$ cat src/rtl/bus_arbiter_pkg.sv
// Shared bus widths and FSM encoding for the fetch/data bus arbiter.
package bus_arbiter_pkg;

    localparam int RegBus      = 32;
    localparam int InstAddrBus = 32;
    localparam int SelBus      = 4;

    typedef enum logic [1:0] {
        IDLE    = 2'd0,
        GNT_IF  = 2'd1,
        GNT_MEM = 2'd2
    } arb_state_e;

endpackage

$ cat src/rtl/arb_timer.sv
// Grant wait counter: runs while a grant is outstanding and flags a timeout
// when the slave has not acknowledged within TIMEOUT cycles.
module arb_timer #(
    parameter int TIMEOUT = 255
) (
    input  logic clk,
    input  logic rst,
    input  logic busy,
    input  logic bus_ack,
    output logic expired
);

    localparam int CntW = (TIMEOUT > 0) ? $clog2(TIMEOUT + 1) : 1;
    localparam logic [CntW-1:0] Limit = CntW'(TIMEOUT);

    logic [CntW-1:0] count_reg;

    // An ack in the limit cycle wins over the timeout.
    assign expired = busy && !bus_ack && (count_reg == Limit);

    always_ff @(posedge clk or negedge rst) begin
        if (!rst) begin
            count_reg <= '0;
        end else if (!busy) begin
            count_reg <= '0;
        end else if (!bus_ack && (count_reg != Limit)) begin
            count_reg <= count_reg + 1'b1;
        end
    end

endmodule

$ cat src/rtl/bus_arbiter.sv
// Two-master bus arbiter: data port has priority, fetch port is protected
// from starvation, registered bus outputs and a timeout on silent slaves.
module bus_arbiter
    import bus_arbiter_pkg::*;
#(
    parameter int STARVE_LIMIT = 4,
    parameter int TIMEOUT      = 255
) (
    input  logic                   clk,
    input  logic                   rst,
    input  logic                   if_req_i,
    input  logic [InstAddrBus-1:0] if_addr_i,
    output logic [RegBus-1:0]      if_rdata_o,
    output logic                   if_ack_o,
    input  logic                   mem_req_i,
    input  logic                   mem_we_i,
    input  logic [RegBus-1:0]      mem_addr_i,
    input  logic [RegBus-1:0]      mem_wdata_i,
    input  logic [SelBus-1:0]      mem_sel_i,
    output logic [RegBus-1:0]      mem_rdata_o,
    output logic                   mem_ack_o,
    output logic                   bus_ce_o,
    output logic                   bus_we_o,
    output logic [RegBus-1:0]      bus_addr_o,
    output logic [RegBus-1:0]      bus_wdata_o,
    output logic [SelBus-1:0]      bus_sel_o,
    input  logic [RegBus-1:0]      bus_rdata_i,
    input  logic                   bus_ack_i,
    output logic                   stall_o,
    output logic                   err_o
);

    localparam int StreakW = $clog2(STARVE_LIMIT + 1);
    localparam logic [StreakW-1:0] StreakMax = StreakW'(STARVE_LIMIT);

    arb_state_e          state_reg, state_next;
    logic [StreakW-1:0]  streak_reg, streak_next;
    logic                bus_ce_reg, bus_ce_next;
    logic                bus_we_reg, bus_we_next;
    logic [RegBus-1:0]   bus_addr_reg, bus_addr_next;
    logic [RegBus-1:0]   bus_wdata_reg, bus_wdata_next;
    logic [SelBus-1:0]   bus_sel_reg, bus_sel_next;
    logic                if_ack_reg, if_ack_next;
    logic                mem_ack_reg, mem_ack_next;
    logic [RegBus-1:0]   if_rdata_reg, if_rdata_next;
    logic [RegBus-1:0]   mem_rdata_reg, mem_rdata_next;
    logic                err_reg, err_next;
    logic                busy, expired, done, ack_cycle;

    assign busy      = (state_reg != IDLE);
    assign ack_cycle = if_ack_reg | mem_ack_reg;
    assign done      = busy & (bus_ack_i | expired);

    arb_timer #(.TIMEOUT(TIMEOUT)) u_timer (
        .clk     (clk),
        .rst     (rst),
        .busy    (busy),
        .bus_ack (bus_ack_i),
        .expired (expired)
    );

    always_comb begin
        state_next     = state_reg;
        streak_next    = streak_reg;
        bus_ce_next    = bus_ce_reg;
        bus_we_next    = bus_we_reg;
        bus_addr_next  = bus_addr_reg;
        bus_wdata_next = bus_wdata_reg;
        bus_sel_next   = bus_sel_reg;
        if_rdata_next  = if_rdata_reg;
        mem_rdata_next = mem_rdata_reg;
        if_ack_next    = 1'b0;
        mem_ack_next   = 1'b0;
        err_next       = 1'b0;
        case (state_reg)
            IDLE: begin
                // The completion cycle grants nothing: the finished requester's
                // req is stale and both sides re-arbitrate together next cycle.
                if (!ack_cycle && if_req_i && (!mem_req_i || (streak_reg == StreakMax))) begin
                    state_next    = GNT_IF;
                    streak_next   = '0;
                    bus_ce_next   = 1'b1;
                    bus_we_next   = 1'b0;
                    bus_addr_next = if_addr_i;
                    bus_sel_next  = 4'hF;
                end else if (!ack_cycle && mem_req_i) begin
                    state_next     = GNT_MEM;
                    bus_ce_next    = 1'b1;
                    bus_we_next    = mem_we_i;
                    bus_addr_next  = mem_addr_i;
                    bus_wdata_next = mem_wdata_i;
                    bus_sel_next   = mem_sel_i;
                    if (if_req_i && (streak_reg != StreakMax)) begin
                        streak_next = streak_reg + 1'b1;
                    end
                end
            end
            GNT_IF, GNT_MEM: begin
                if (done) begin
                    state_next  = IDLE;
                    bus_ce_next = 1'b0;
                    bus_we_next = 1'b0;
                    err_next    = ~bus_ack_i;
                    if (state_reg == GNT_IF) begin
                        if_ack_next   = 1'b1;
                        if_rdata_next = bus_ack_i ? bus_rdata_i : '0;
                    end else begin
                        mem_ack_next   = 1'b1;
                        mem_rdata_next = bus_ack_i ? bus_rdata_i : '0;
                    end
                end
            end
            default: state_next = IDLE;
        endcase
    end

    always_ff @(posedge clk or negedge rst) begin
        if (!rst) begin
            state_reg     <= IDLE;
            streak_reg    <= '0;
            bus_ce_reg    <= 1'b0;
            bus_we_reg    <= 1'b0;
            bus_addr_reg  <= '0;
            bus_wdata_reg <= '0;
            bus_sel_reg   <= '0;
            if_ack_reg    <= 1'b0;
            mem_ack_reg   <= 1'b0;
            if_rdata_reg  <= '0;
            mem_rdata_reg <= '0;
            err_reg       <= 1'b0;
        end else begin
            state_reg     <= state_next;
            streak_reg    <= streak_next;
            bus_ce_reg    <= bus_ce_next;
            bus_we_reg    <= bus_we_next;
            bus_addr_reg  <= bus_addr_next;
            bus_wdata_reg <= bus_wdata_next;
            bus_sel_reg   <= bus_sel_next;
            if_ack_reg    <= if_ack_next;
            mem_ack_reg   <= mem_ack_next;
            if_rdata_reg  <= if_rdata_next;
            mem_rdata_reg <= mem_rdata_next;
            err_reg       <= err_next;
        end
    end

    assign bus_ce_o    = bus_ce_reg;
    assign bus_we_o    = bus_we_reg;
    assign bus_addr_o  = bus_addr_reg;
    assign bus_wdata_o = bus_wdata_reg;
    assign bus_sel_o   = bus_sel_reg;
    assign if_ack_o    = if_ack_reg;
    assign mem_ack_o   = mem_ack_reg;
    assign if_rdata_o  = if_rdata_reg;
    assign mem_rdata_o = mem_rdata_reg;
    assign err_o       = err_reg;
    assign stall_o     = (if_req_i & ~if_ack_reg) | (mem_req_i & ~mem_ack_reg);

endmodule

$ cat config.mk
export PLATFORM = sky130hd
export DESIGN_NAME = bus_arbiter
export DESIGN_NICKNAME = d
export VERILOG_FILES = /design/src/rtl/bus_arbiter_pkg.sv /design/src/rtl/arb_timer.sv /design/src/rtl/bus_arbiter.sv
export SDC_FILE = /design/constraint.sdc
export NUM_CORES = 1
export LEC_CHECK = 0
export BUFFER_PORTS_ARGS = -buffer_cell sky130_fd_sc_hd__buf_2
export CAP_MARGIN = 20
export CELL_PAD_IN_SITES_DETAIL_PLACEMENT = 2
export CELL_PAD_IN_SITES_GLOBAL_PLACEMENT = 2
export CORE_ASPECT_RATIO = 0.6
export CORE_MARGIN = 2
export CORE_UTILIZATION = 30
export CTS_CLUSTER_SIZE = 16
export DETAILED_ROUTE_END_ITERATION = 10
export PLACE_DENSITY = 0.9
export SKIP_LAST_GASP = 1
export SLEW_MARGIN = 20
export SYNTH_ARGS = -nofsm -noshare
export SYNTH_HDL_FRONTEND = slang
export SYNTH_HIERARCHICAL = 1
export SYNTH_SLANG_ARGS = --single-unit
$ cat constraint.sdc
create_clock -name clk -period 6.8 [get_ports clk]
set_clock_uncertainty 0.2 [all_clocks]
set_input_delay 0.68 -clock clk [delete_from_list [all_inputs] [get_ports clk]]
set_output_delay 0.68 -clock clk [all_outputs]
set_load 0.1 [all_outputs]
* Word level (Yosys, flattened, before mapping)
Index checks and enable logic that the tools add are counted.
Word-level totals: register bits after elaboration 150, input port bits 138, output and inout bits 138, logic and storage cells 88
Operators by class: multiplexer cells 29, reduce and logical (&&, ||, !) cells 24, bitwise operators 11, add/subtract/negate cells 2, equality and inequality tests 9
Operator list (count):
- $mux 32 | 3
- $mux 8 | 2
- $reduce_and 3->1 | 5
- $mux 1 | 13
- $mux 3 | 3
- $add 8x1->8 const B | 1
- $eq 8x8->1 const B | 1
- $mux 4 | 2
- $ne 8x8->1 const B | 1
- $reduce_bool 2->1 | 4
- $logic_and 1x1->1 | 7
- $mux 2 | 3
- $ne 3x3->1 const B | 2
- $not 1->1 | 5
- $pmux 1 s2 | 2
- $pmux 2 s2 | 1
- $reduce_and 2->1 | 2
- $add 3x1->3 const B | 1
- $and 1x1->1 | 3
- $eq 3x3->1 const B | 1
- $logic_not 1->1 | 3
- $or 1x1->1 | 3
- $eq 2x1->1 const B | 1
- $eq 2x2->1 const B | 1
- 5 further kinds | 5

* Logic depth before layout (Yosys ltp)
Gate-level depths: netlist (run 1).
word-level depth 7, gate-level depth with buffers 13, depth with buffers taken out 9

* Hierarchy
Netlist (run 1), hierarchy kept.
By module, submodules not included:
- bus_arbiter | seq. area each 3553.4 µm², instances 1, cells each 586, area each 5949.5 µm²
- arb_timer | seq. area each 200.2 µm², instances 1, cells each 49, area each 456.7 µm²

* Worst setup path before layout (run 1)
No wires, ideal clock.
path type register to output, start point reg if_ack_reg, in the netlist if_ack_o, end point out stall_o, cell stages (with the launch flop) 2, data arrival time 2.461 ns, setup slack 3.459 ns, buffers on the path 0, required time 5.920 ns, cells stage by stage dfrtp_1 -> o22ai_1
On the way: cells in the longest elaborated chain, start to end 3
Ends and longest elaborated chain:
- start, declared | RTL line bus_arbiter.sv:43 | logic if_ack_reg, if_ack_next;
- start signal, assigned | RTL line bus_arbiter.sv:139 | if_ack_reg <= if_ack_next;
- $not 1->1 | RTL line bus_arbiter.sv:157 | assign stall_o = (if_req_i & ~if_ack_reg) | (mem_req_i & ~mem_ack_reg);
- $and 1x1->1 | RTL line bus_arbiter.sv:157
- $or 1x1->1 | RTL line bus_arbiter.sv:157
- end, declared | RTL line bus_arbiter.sv:29 | output logic stall_o,
No other way between the ends.

* Worst setup path after layout (run 1)
start point in bus_ack_i, end point reg if_rdata_reg[19], in the netlist if_rdata_o[19]
On the way: cells in the longest elaborated chain, start to end 6, elaborated cells between the ends (all ways) 7, classes of those cells mux (1); bitwise (2); reduce/logical (4)
Ends and longest elaborated chain:
- start, declared | RTL line bus_arbiter.sv:28 | input logic bus_ack_i,
- $logic_not 1->1 | RTL line arb_timer.sv:19 | assign expired = busy && !bus_ack && (count_reg == Limit);
- $logic_and 1x1->1 (2 in a row) | RTL line arb_timer.sv:19
- named net expired | RTL line bus_arbiter.sv:48 | logic busy, expired, done, ack_cycle;
- $or 1x1->1 | RTL line bus_arbiter.sv:52 | assign done = busy & (bus_ack_i | expired);
- $and 1x1->1 | RTL line bus_arbiter.sv:52
- $reduce_and 3->1 (no line)
- end signal, assigned | RTL line bus_arbiter.sv:141 | if_rdata_reg <= if_rdata_next;
- end, declared | RTL line bus_arbiter.sv:45 | logic [RegBus-1:0] if_rdata_reg, if_rdata_next;
The timed path passes the listed nets, and every way through them passes these cells. A chain may end at the register's enable or synchronous reset.

==> results of run 1 <==
worst max-delay path, cell delays in order:
cell and delay, ns:
buf_2 0.08, buf_4 0.54, and3b_1 0.30, nand2_1 0.08, nor2_1 0.06, nor2_1 0.29
nand3b_1 0.79, buf_4 0.49, o21ai_0 0.17
path summary, 6_finish.rpt:
path	to	slack [ns]	cells after the start
setup / recovery	if_rdata_o[19]	3.34	9
hold / removal	bus_sel_o[3]	0.10	1
setup reg to reg	if_rdata_o[19]	3.45	9
hold reg to reg	if_rdata_o[1]	0.28	2
max in group asynchronous	u_timer/count_reg[5]	4.81	2
min in group clk	bus_wdata_o[31]	0.28	2
per-layer routing:
metal | wire (µm) | share of wire | GRT usage | up-vias
met5 | 13 | 0.00057 | 0 | -
met4 | 255 | 0.011 | 0.0519 | 2
met3 | 2030 | 0.089 | 0.0820 | 17
met2 | 10600 | 0.47 | 0.331 | 187
met1 | 9790 | 0.43 | 0.250 | 2860
li1 | - | - | - | 2651
cells in the final DEF (no fill, tap or decap), types with 3 or more instances in the layout:
| cell type | n |
|---|---|
| bufinv_16 | 4 |
| clkbuf_16 | 17 |
| and3_1 | 3 |
| ha_1 | 5 |
| a31oi_1 | 3 |
| a21oi_1 | 67 |
| buf_2 | 274 |
| diode_2 | 3 |
| o21ai_0 | 68 |
| nor2_1 | 37 |
| mux2_2 | 18 |
| o22a_1 | 4 |
| mux2_4 | 10 |
| nand3_1 | 36 |
| nand3b_1 | 3 |
| mux2_1 | 4 |
| nor3_1 | 3 |
| buf_4 | 10 |
| inv_1 | 43 |
| clkinv_2 | 4 |
| clkbuf_8 | 3 |
| dfrtp_1 | 150 |
| nand2_1 | 107 |
synthesized netlist by cell type, types with 7 or more instances:
library cell  number
dfrtp_1          150
nand2_1          107
o21ai_0           68
a21oi_1           67
inv_1             43
nor2_1            37
nand3_1           36
mux2_2            18
buf_2             16
clkbuf_1          14
mux2_4            10
buf_6              7
kinds of logic after synthesis:
logic type / after synthesis / synth area share
muxes: 34 / 0.0652
adders and majority gates: 5 / 0.00977
and+or+nand+nor: 202 / 0.141
AOI/OAI and AO/OA: 157 / 0.133
DFF: 150 / 0.586
xor gates and xnor gates: 1 / 0.00137
buffers and inverters: 86 / 0.0639
cell type report:
type / count / area, µm² / area share
clock buffers: 20 / 467 / 0.0540
multi-input cells: 399 / 2250 / 0.261
repair buffers: 286 / 1470 / 0.170
clock inverters: 12 / 173 / 0.0200
well taps: 279 / 349 / 0.0404
flip-flops and latches: 150 / 3750 / 0.435
diodes: 3 / 7.51 / 0.000869
inverters: 44 / 168 / 0.0194
through the flow:
step                      setup slack (ns)  area (µm²)  cells  hold WS [ns]  utilization
after floorplan                       3.46        6410    635         0.184            -
after global placement                3.12        7980   1157         0.257        0.380
after detailed placement              2.90        7980   1157         0.272        0.380
after CTS                             3.35        8620   1189         0.131        0.411
after global routing                  3.06        8630   1190         0.147        0.411
final                                 3.34        8640   1193         0.103        0.412
==> impl_results.md, run 1 <==
- Post-Syn Nets: around 800
- Crit end category: register
- Die Span Y: between 100 and 150 µm
- CORE AREA: approximately 21000 µm²
- Run status: complete, no violations
- Pin count of the biggest net entering global routing: 81
- Startpoint types: input port
- Max Cap Violations: 0
- CP Max Fanout: 72
- WL per Instance: around 19 µm
- Post-DP HPWL: approximately 16000 µm
- Async SR Flop Fraction: 1.00
- Number of global-route vias before repair: about 6100
- CTS root buffer: clkbuf_16
- Setup violators final: 0
- Achievable frequency: about 0.29 GHz
- CP arrival: 3.54 ns
- Grt ovf: 0
- Syn avg cell area: 10.1 µm²
- Layout cells sized above 1: 0.386
- PortBufs: approximately 280
- Die area: 22600 µm²
- CTS clock-pin slew for the worst setup and hold paths: around 0.06 ns
- Top cells by area, synth: dfrtp_1, nand2_1, o21ai_0, a21oi_1, mux2_2
- Final min period: about 3.5 ns
- Sequential area share after synthesis: 0.586
- All-Layer GR Usage: 0.202
- Setup tns final: 0 ns
- Io pins: 276
- Post-CTS setup buffers: 0
- Cell row count: 41
- EDFF count, synth: 0
- Gpl congestion: 0.766
- Post-synthesis cell count: 635
- Detailed router's first-iteration violation count: 187
- Hold_buf cts: 0
- ANT nets after route: 0
- Post-CTS resize count: 0
- CP startpoint: bus_ack_i
- Syn-to-layout area delta: 34.8%
- Synthesized area: 6410 µm²
- Drt first pass iters: 4
- Worst-skew pair later-pin latency: about 0.42 ns
- Routed wire length: 22700 µm
- Remaining DRCs: 0
- DR vias/cell: about 4.8
- Vias: ~5700
- Clock Path Buffers: 2
- Area share of the largest cell type after synthesis: 0.586
- Worst hold path class: in2async
- Pins over their slew limit: 0
- Synth warn: 6
- CTS Buf Count: 17
- Worst slew pin tran: 1.03 ns
- CP required: ~6.9 ns
- Final worst path period share: 0.508
- Fin nets: about 1000
- CTS H-Tree Depth: 4
- Rel. slew slack: 0.311
- Clock sink count: 150
- Prevailing post-synth register cell: dfrtp_1
- Dominant cell type by area after synthesis: dfrtp_1
- RSZ-0062 raised after global routing: no
- Initial antenna violation count: 4
- First-pass GRT wire length: 34300 µm
- Worst R2R Start: state_reg[1]
- Seq cells post-synth: 150
- Filler cells: 2348
- Hold Violations, Final: 0
- Count of cell types in the netlist: 47
- Kind of critical path: in2reg
- Die W: between 150 and 200 µm
- Starting density of the core: 0.305
- CTS tree: built
Power of run 1 is not shown: default switching activity piles up to over one toggle a cycle in this logic, so the estimate is an artifact.
==> run 2: changes to the inputs <==
- ABC_AREA: unset -> 1
- CORE_UTILIZATION: 30 -> 26
- PLACE_DENSITY: 0.9 -> 0.84
- clock period: 6.8 -> 3.5 ns (I/O delays scaled with it)
==> run 2 against run 1 <==
  * Synthesized cell count rose by 21%
  * Core utilization down 2.7 points
  * Global-route usage increased by 0.75 points
  * Count of clock-buffer cells in the layout is 6 higher
  * Critical path depth is 1 lower
  * Setup slack got worse by 2.6 ns
  * Highest routed layer is now met4
==> impl_results.md, run 2 <==
- Run status: complete, no violations (unchanged)
- Layout cells sized above 1: 0.307 (was 0.386)
- Pin count of the biggest net entering global routing: 102 (was 81)
- Rel. slew slack: 0.457 (was 0.311)
- Die W: 208 µm (was 193 µm)
- Prevailing post-synth register cell: dfrtp_1 (unchanged)
- Gpl congestion: 0.739 (was 0.766)
- Worst R2R Start: streak_reg[0] (was state_reg[1])
- CTS Buf Count: 17 (unchanged)
- Most common library cells after synthesis: nand2_1, dfrtp_1, o21ai_0 (was dfrtp_1, nand2_1, o21ai_0)
- Syn avg cell area: 8.43 µm² (was 10.1 µm²)
- Die Span Y: 126 µm (was 117 µm)
- Reg2reg setup slack: 0.72 ns (was 3.45 ns)
- Starting density of the core: 0.266 (was 0.305)
- Fin nets: 1236 (was 1041)
- EDFF count, synth: 0 (unchanged)
- Kind of critical path: reg2reg (was in2reg)
- Post-synthesis cell count: 771 (was 635)
- Setup tns final: 0 ns (unchanged)
- Filler cells: 2752 (was 2348)
- Io pins: 276 (unchanged)
- Drt first pass iters: 4 (unchanged)
- Grt met2 use: 0.355 (was 0.331)
- Most frequent cells in the layout: nand2_1, buf_2, dfrtp_1 (was buf_2, dfrtp_1, nand2_1)
- Achievable frequency: 0.360 GHz
- ANT nets after route: 0 (unchanged)
- Top-count cell post-synth: nand2_1 (was dfrtp_1)
- Register area: 3750 µm² (unchanged)
- Worst hold start: if_addr_i[8]
- Count of cell types in the netlist: 30 (was 47)
- Dominant cell type by area after synthesis: dfrtp_1 (unchanged)
- Clock Path Buffers: 2 (unchanged)
- Seq cells post-synth: 150 (unchanged)
- CTS H-Tree Depth: 4 (unchanged)
- Number of global-route vias before repair: 7499 (was 6129)
- RSZ-0062 raised after global routing: no (unchanged)
- DR vias/cell: 4.59 (was 4.79)
- Synth warn: 6 (unchanged)
- CORE AREA: 24400 µm² (was 21000 µm²)
- End of the critical path: bus_wdata_o[12] (was if_rdata_o[19])
- CP startpoint: streak_reg[0] (was bus_ack_i)
- Detailed router's first-iteration violation count: 284 (was 187)
- Async SR Flop Fraction: 1.00 (unchanged)
- CTS root buffer: clkbuf_16 (unchanged)
- Setup violators final: 0 (unchanged)
- Multi-input gate area: 2450 µm² (was 2250 µm²)
- Sequential area share after synthesis: 0.578 (was 0.586)
- Post-layout util: 0.384 (was 0.412)
- GRT Max-Usage Layer: met2 (unchanged)
- Die area: 26300 µm² (was 22600 µm²)
- Max Cap Violations: 0 (unchanged)
- CP required: 3.67 ns (was 6.88 ns)
- RR Endpoint: bus_wdata_o[12] (was if_rdata_o[19])
- Startpoint types: register (was input port)
- CP Max Fanout: 36 (was 72)
- Final worst path period share: 0.793
- Area share of the largest cell type after synthesis: 0.578 (was 0.586)
- CP arrival: 2.95 ns (was 3.54 ns)
- Setup slack after layout: 0.725 ns (was 3.34 ns)
- Top cells by area, synth: dfrtp_1, nand2_1, o21ai_0, nand3_1, buf_2 (was dfrtp_1, nand2_1, o21ai_0, a21oi_1, mux2_2)
- PortBufs: 275 (unchanged)
- Remaining DRCs: 0 (unchanged)
- Worst slew pin tran: 0.812 ns (was 1.03 ns)
- Final min period: around 2.8 ns
- Pins over their slew limit: 0 (unchanged)
- All-Layer GR Usage: 0.210 (was 0.202)
- Cell row count: 44 (was 41)
- Worst slack at placement: 0.769 ns (was 2.90 ns)
- Worst-skew pair later-pin latency: 0.44 ns (was 0.42 ns)
- Worst hold path class: in2reg (was in2async)
- CTS tree: built (unchanged)
- Synthesized area: 6500 µm² (was 6410 µm²)
- Post-DP HPWL: 17500 µm (was 16500 µm)
- Post-Syn Nets: 914 (was 778)
- Commonest non-fill, non-tap cell in the layout: nand2_1 (was buf_2)
- First-pass GRT wire length: 42500 µm (was 34300 µm)
- Syn-to-layout area delta: 44.2% (was 34.8%)
- Vias: 6567 (was 5717)
- Initial antenna violation count: 2 (was 4)
- Worst reg-to-reg path cell count: 8 (was 9)
- CTS clock-pin slew for the worst setup and hold paths: 0.06 ns (about the same)
- WL per Instance: 18.6 µm (was 19.0 µm)
- Crit end category: register (unchanged)
- GR Util met3: 0.0612 (was 0.0820)
- GRT met1 Usage: 0.259 (was 0.250)
- Grt ovf: 0 (unchanged)
- Hold Violations, Final: 0 (unchanged)
- Clock sink count: 150 (unchanged)
- Routed wire length: 26600 µm (was 22700 µm)
-- run 2: cell count changes after synthesis, moves of 5 or more --
cell	previous run	this run
nand3_1	36	45
nor2_1	37	20
a21oi_1	67	5
o21ai_2	0	5
nand2_1	107	394
buf_2	16	26
mux2_2	18	0
inv_1	43	17
clkbuf_1	14	7
mux2_4	10	0
-- run 2: cells by family (layout without fill, tap and decap cells) --
logic type,after synthesis,in the layout,synth area share
AO/OA/AOI/OAI,80,80,0.0682
XOR/XNOR,3,3,0.00404
adder cells (fa/ha/maj),5,5,0.00963
buffers and inverters,59,394,0.0464
flip-flops,150,150,0.578
other,0,2,0
AND/OR/NAND/NOR,474,474,0.294
-- run 2: metal layers --
metal	share of wire	wire length (µm)
met3	0.058	1550
met4	0.017	454
met1	0.44	11800
met5	0	0
met2	0.48	12800
-- run 2: area by class of cell --
| class | count | area share |
|---|---|---|
| diodes | 2 | 0.000534 |
| clock buffers | 26 | 0.0586 |
| flip-flops and latches | 150 | 0.400 |
| multi-input cells | 562 | 0.262 |
| well taps | 322 | 0.0430 |
| inverters | 18 | 0.00721 |
| repair buffers | 344 | 0.220 |
| clock inverters | 6 | 0.00908 |
-- run 2: how the worst min path moves through the flow --
stage | end | slack, ns | cells after the start
2_1_floorplan | bus_addr_o[0] | -0.15 | 0
3_3_place_gp | bus_wdata_o[24] | 0.13 | 1
3_5_place_dp | bus_wdata_o[24] | 0.14 | 1
4_1_cts | bus_addr_o[6] | 0.00007 | 5
5_1_grt | if_rdata_o[8] | 0.02 | 3
6_report | bus_addr_o[8] | 0.02 | 5
-- run 2: critical path: stages, from the launching register on --
cell	delay [ns]
dfrtp_1	0.39
inv_1	0.10
ha_1	0.15
nand2_1	0.05
nand2_1	0.09
nand3_2	0.50
nand2_2	0.85
nand2_1	0.21
nand2_1	0.13
-- run 2: what timing repair did --
item	in CTS	in global routing
resized for setup	0	0
hold buffers	58	0
hold endpoints to repair	116	0
buffers inserted	0	0
endpoints found under the setup margin	0	0
-- run 2: through the flow --
step | cells | instance area, µm² | hold slack [ns]
after floorplan | 771 | 6500 | -0.146
after global placement | 1338 | 8150 | 0.131
after detailed placement | 1338 | 8150 | 0.142
after CTS | 1428 | 9370 | 0.0000652
after global routing | 1429 | 9370 | 0.0223
final | 1430 | 9370 | 0.0176
Power of run 2 is left out for the same reason.
